**src/rtl/counter_bank_pkg.sv**
```systemverilog
// Shared types for the counter bank: per-channel operation
// selection and the priority decode that chooses it.
package counter_bank_pkg;

    typedef enum logic [2:0] {
        OP_NONE,
        OP_CLEAR,
        OP_LOAD,
        OP_INC,
        OP_DEC
    } op_e;

    // clear > load > (up xor down) > auto tick; up&down cancels
    // everything below it, including the auto tick.
    function automatic op_e decode_op(
        input logic clear,
        input logic load,
        input logic up,
        input logic down,
        input logic auto_tick
    );
        op_e op;
        if (clear) begin
            op = OP_CLEAR;
        end else if (load) begin
            op = OP_LOAD;
        end else if (up & down) begin
            op = OP_NONE;
        end else if (up) begin
            op = OP_INC;
        end else if (down) begin
            op = OP_DEC;
        end else if (auto_tick) begin
            op = OP_INC;
        end else begin
            op = OP_NONE;
        end
        return op;
    endfunction

endpackage

```
**src/rtl/counter_bank_channel.sv**
```systemverilog
// One counter channel: up/down/load/clear with wrap or saturate,
// sticky over/underflow, registered zero and compare-hit flags.
module cb_channel
    import counter_bank_pkg::*;
#(
    parameter int WIDTH = 8
) (
    input  logic             clk,
    input  logic             reset,
    input  logic             clear,
    input  logic             enable,
    input  logic             saturate,
    input  logic             up,
    input  logic             down,
    input  logic             load,
    input  logic             tick,
    input  logic [WIDTH-1:0] load_val,
    input  logic [WIDTH-1:0] cmp_val,
    output logic [WIDTH-1:0] count,
    output logic             eq_zero,
    output logic             cmp_hit,
    output logic             ovf,
    output logic             unf
);

    localparam logic [WIDTH-1:0] MAX = '1;
    localparam logic [WIDTH-1:0] ONE = {{(WIDTH-1){1'b0}}, 1'b1};

    op_e  op;
    logic match;
    logic match_q;

    assign op    = decode_op(clear, load, up, down, enable & tick);
    assign match = (count == cmp_val);

    // Count update, sticky flags, and the one-edge-later status flags.
    always_ff @(posedge clk or posedge reset) begin
        if (reset) begin
            count   <= '0;
            ovf     <= 1'b0;
            unf     <= 1'b0;
            eq_zero <= 1'b1;
            cmp_hit <= 1'b0;
            match_q <= 1'b0;
        end else begin
            eq_zero <= (count == '0);
            match_q <= match;
            cmp_hit <= match & ~match_q;
            unique case (op)
                OP_CLEAR: begin
                    count <= '0;
                    ovf   <= 1'b0;
                    unf   <= 1'b0;
                end
                OP_LOAD: begin
                    count <= load_val;
                end
                OP_INC: begin
                    if (count == MAX) begin
                        ovf <= 1'b1;
                        if (!saturate) count <= '0;
                    end else begin
                        count <= count + ONE;
                    end
                end
                OP_DEC: begin
                    if (count == '0) begin
                        unf <= 1'b1;
                        if (!saturate) count <= MAX;
                    end else begin
                        count <= count - ONE;
                    end
                end
                default: begin
                end
            endcase
        end
    end

endmodule

```
**src/rtl/counter_bank.sv**
```systemverilog
// Bank of N_CH up/down counters sharing one prescaled tick,
// controlled from host endpoints synchronous to clk.
module counter_bank
    import counter_bank_pkg::*;
#(
    parameter int N_CH      = 4,
    parameter int WIDTH     = 8,
    parameter int DIV_WIDTH = 24,
    parameter logic [DIV_WIDTH-1:0] DIV_RELOAD = 24'h400000
) (
    input  logic                  clk,
    input  logic                  reset,
    input  logic [N_CH-1:0]       ch_clear,
    input  logic [N_CH-1:0]       ch_enable,
    input  logic [N_CH-1:0]       ch_saturate,
    input  logic [N_CH-1:0]       ch_up,
    input  logic [N_CH-1:0]       ch_down,
    input  logic [N_CH-1:0]       ch_load,
    input  logic [N_CH*WIDTH-1:0] load_val,
    input  logic [N_CH*WIDTH-1:0] cmp_val,
    output logic [N_CH*WIDTH-1:0] count,
    output logic [N_CH-1:0]       eq_zero,
    output logic [N_CH-1:0]       cmp_hit,
    output logic [N_CH-1:0]       ovf,
    output logic [N_CH-1:0]       unf,
    output logic                  tick
);

    localparam logic [DIV_WIDTH-1:0] DIV_ONE =
        {{(DIV_WIDTH-1){1'b0}}, 1'b1};

    logic [DIV_WIDTH-1:0] presc;

    // Down-counting prescaler; tick is registered the cycle after 0.
    always_ff @(posedge clk or posedge reset) begin
        if (reset) begin
            presc <= DIV_RELOAD;
            tick  <= 1'b0;
        end else if (presc == '0) begin
            presc <= DIV_RELOAD;
            tick  <= 1'b1;
        end else begin
            presc <= presc - DIV_ONE;
            tick  <= 1'b0;
        end
    end

    for (genvar i = 0; i < N_CH; i++) begin : g_ch
        cb_channel #(
            .WIDTH(WIDTH)
        ) u_ch (
            .clk      (clk),
            .reset    (reset),
            .clear    (ch_clear[i]),
            .enable   (ch_enable[i]),
            .saturate (ch_saturate[i]),
            .up       (ch_up[i]),
            .down     (ch_down[i]),
            .load     (ch_load[i]),
            .tick     (tick),
            .load_val (load_val[i*WIDTH +: WIDTH]),
            .cmp_val  (cmp_val[i*WIDTH +: WIDTH]),
            .count    (count[i*WIDTH +: WIDTH]),
            .eq_zero  (eq_zero[i]),
            .cmp_hit  (cmp_hit[i]),
            .ovf      (ovf[i]),
            .unf      (unf[i])
        );
    end

endmodule

```
**config.mk**
```make
export PLATFORM = sky130hd
export DESIGN_NAME = counter_bank
export DESIGN_NICKNAME = d
export VERILOG_FILES = /design/src/rtl/counter_bank_pkg.sv /design/src/rtl/counter_bank_channel.sv /design/src/rtl/counter_bank.sv
export SDC_FILE = /design/constraint.sdc
export NUM_CORES = 1
export LEC_CHECK = 0
export ABC_AREA = 1
export CAP_MARGIN = 10
export CORE_MARGIN = 4
export CORE_UTILIZATION = 56
export CTS_BUF_LIST = sky130_fd_sc_hd__clkbuf_8
export DETAILED_ROUTE_END_ITERATION = 16
export PLACE_DENSITY_LB_ADDON = 0.08
export SYNTH_ARGS = -nofsm -noshare
export SYNTH_HDL_FRONTEND = slang
export SYNTH_SLANG_ARGS = --single-unit
```
**constraint.sdc**
```tcl
create_clock -name clk -period 6.9 [get_ports clk]
set_input_delay 1.035 -clock clk [delete_from_list [all_inputs] [get_ports clk]]
set_output_delay 1.035 -clock clk [all_outputs]
set_load 0.02 [all_outputs]
```
==> impl_results.md <==
- Final min period: 2.723 ns
- Final WL: 16.89 mm
- Mapped Nets: 1053
- GRT Total Usage: 25.93%
- Area of the core: 10980 sq um
- Post-Syn Area: 6357 sq um
- P per Cell Area: 164.9 nW/um^2
- Max-Cap Viols: 0
- # setup viols final: 0
- Metal-1 WL: 7.793 mm
- Met2 wire len: 7.739 mm
- Synth Instances: 949
- Leakage: 3.789 nW
- Slew Viols, Final: 0
- Crit path capture type: primary output
- Vias in the first global route: 5815
- DR WL/cell: 13.99 um
- Layout cell share with drive strength beyond 1: 10.03%
- Total CTS buffers: 9
- CP Data Arrival Time: 1.69 ns
- Most frequent cells in the layout: nand2_1, clkdlybuf4s50_1, inv_1
- Seq/Total Area, Yosys: 30.41%
- Status: finished clean
- Initial DRC Count: 566
- Vias per cell: 5.251
- Area grow syn2layout: 23.11%
- Boundary Pins: 139
- Die area: 13120 sq um
- Setup CP Type: reg2out
- Max_slew headroom: 33.22%
- First-pass GRT wire length: 27.75 mm
- Antenna violations before repair: 0
- Reg clk slew, reported paths: 0.08 ns
- Max Root-Sink Buffers: 2
- Initial Utilization: 57.88%
- Async SR Flop Fraction: 100.0%
- Grt total ovfl: 0
- CTS Hold Bufs: 0
- PortBufs: 138
- Commonest non-fill, non-tap cell in the layout: nand2_1
- Number of fill cells: 947
- Max VDD drop: 0.1361 mV
- Setup TNS: 0 ns
- CTS tree: done
- Maximum clock rate: 367.2 MHz
- Largest net degree at the start of global routing: 78
- Ys Warns: 0
- Final Hold Viols: 0
- Synth Flop Type: dfrtp_1
- Post CTS Setup Buffer Count: 0
- Critical Path Max Stage Delay: 0.70 ns
- Post-synthesis cell type count: 39
- Worst hold path class: reg2reg
- Detail Route Antenna Nets: 0
- Highest metal layer with signal wires: met4
- ANT cells: 0
- Fin nets: 1166
- Yosys reg bits: 77
- Family with the most delay on the worst path: buffers and inverters
- Die W: 114.5 um
- Syn_area_per_cell: 6.699 sq um
- Critical path peak fanout: 11
- Root Buffer: clkbuf_8
- DRC: 0
- Clock sink count: 77
- Crit-path cells: clkdlybuf4s50_1
- RSZ-0062 raised after global routing: false
- Routability cong.: 0.8928
- Buf/Inv on CP: 1
- H-tree depth: 3
- Worst-Margin Slew: 1.002 ns
- Gates resized, CTS repair: 0
- Final period utilization: 39.47%
- First drt pass iteration count: 8
- Via Count: 6338
- Clk_lat worst skew: 0.37 ns
- WL met3: 1.129 mm
- Clock Skew: 0.01247 ns
- Startpoint Class: register
- Row count: 38
- Worst Hold Slack: 0.4080 ns
- EDFF count, synth: 0
- Worst Path Required: 5.86 ns
- Post-DP HPWL: 12.87 mm
- Slowest CP cell: clkdlybuf4s50_1
- Chip height: 114.5 um
[final cells by class]
class,count,area [sq um],area share [%]
Multi-Input combinational cell,717,3680,47.02
Sequential cell,77,1933,24.70
Timing Repair Buffer,139,1389,17.75
Inverter,118,449.2,5.739
Tap cell,140,175.2,2.238
Clock buffer,10,137.6,1.759
Clock inverter,6,62.56,0.7994
[flip-flops by register name, indices dropped and copies added (netlist names)]
name	flops
g_ch.u_ch.unf	4
g_ch.u_ch.match_q	4
g_ch.u_ch.eq_zero	4
g_ch.u_ch.cmp_hit	4
presc	24
tick	1
g_ch.u_ch.count	32
g_ch.u_ch.ovf	4
[report_power, final]
group	switching [mW]	leakage (nW)	internal, mW
Combinational	0.226	2.75	0.177
Clock	0.180	0.0943	0.176
Sequential	0.0527	0.949	0.479
Total	0.459	3.79	0.832
[path summary, 6_finish.rpt]
path	start	endpoint	slack (ns)	cells after the start
setup / recovery	g_ch[2].u_ch.count[3]$_DFFE_PP0P_	count[19]	4.18	1
hold / removal	g_ch[1].u_ch.match_q$_DFF_PP0_	g_ch[1].u_ch.cmp_hit$_DFF_PP0_	0.41	1
setup reg to reg	g_ch[1].u_ch.count[0]$_DFFE_PP0P_	g_ch[1].u_ch.count[2]$_DFFE_PP0P_	4.91	9
hold reg to reg	g_ch[1].u_ch.match_q$_DFF_PP0_	g_ch[1].u_ch.cmp_hit$_DFF_PP0_	0.41	1
max in group asynchronous	reset	g_ch[3].u_ch.count[4]$_DFFE_PP0P_	4.96	3
min in group asynchronous	reset	g_ch[1].u_ch.cmp_hit$_DFF_PP0_	1.29	3
[logic make-up after synthesis]
family | after synthesis | share of synthesized area [%]
compound gates | 75 | 6.849
simple gates | 595 | 43.73
xor+xnor | 33 | 4.546
buf+inv | 155 | 11.71
flops | 77 | 30.41
fa+ha+maj | 14 | 2.755
[cell usage after synthesis (all sizes together), types with 5 or more instances]
cell	number	area [sq um]
nand4	24	150.1
nor3	12	65.06
nor2	116	580.6
o21ai	56	302.8
or2	19	118.9
nor4	5	31.28
nand2	305	1190
buf	36	291.5
a21boi	7	52.55
xor2	18	157.7
dfstp	5	131.4
ha	14	175.2
inv	116	440.4
xnor2	15	131.4
dfrtp	72	1802
nand3	109	608.1
[stage by stage]
| stage | total power [mW] | std cells | util (%) | cell area (sq um) | setup slack, ns |
|---|---|---|---|---|---|
| after CTS | 1.296 | 1207 | 71.26 | 7826 | 4.181 |
| after global routing | 1.361 | 1207 | 71.26 | 7826 | 4.135 |
| after global placement | 0.9344 | 1191 | 69.44 | 7626 | 4.136 |
| after detailed placement | 0.9398 | 1191 | 69.44 | 7626 | 4.088 |
| after floorplan | 0.7951 | 949 | - | 6357 | 3.907 |
| final | 1.290 | 1207 | 71.26 | 7826 | 4.177 |
[metal layers]
| metal | track usage (%) | vias to the layer above |
|---|---|---|
| li1 | - | 3212 |
| met1 | 37.28 | 2863 |
| met2 | 41.02 | 242 |
| met3 | 3.330 | 21 |
| met4 | 7.363 | 0 |
| met5 | 0 | - |
Note: power is estimated with default switching activity, not from simulation.
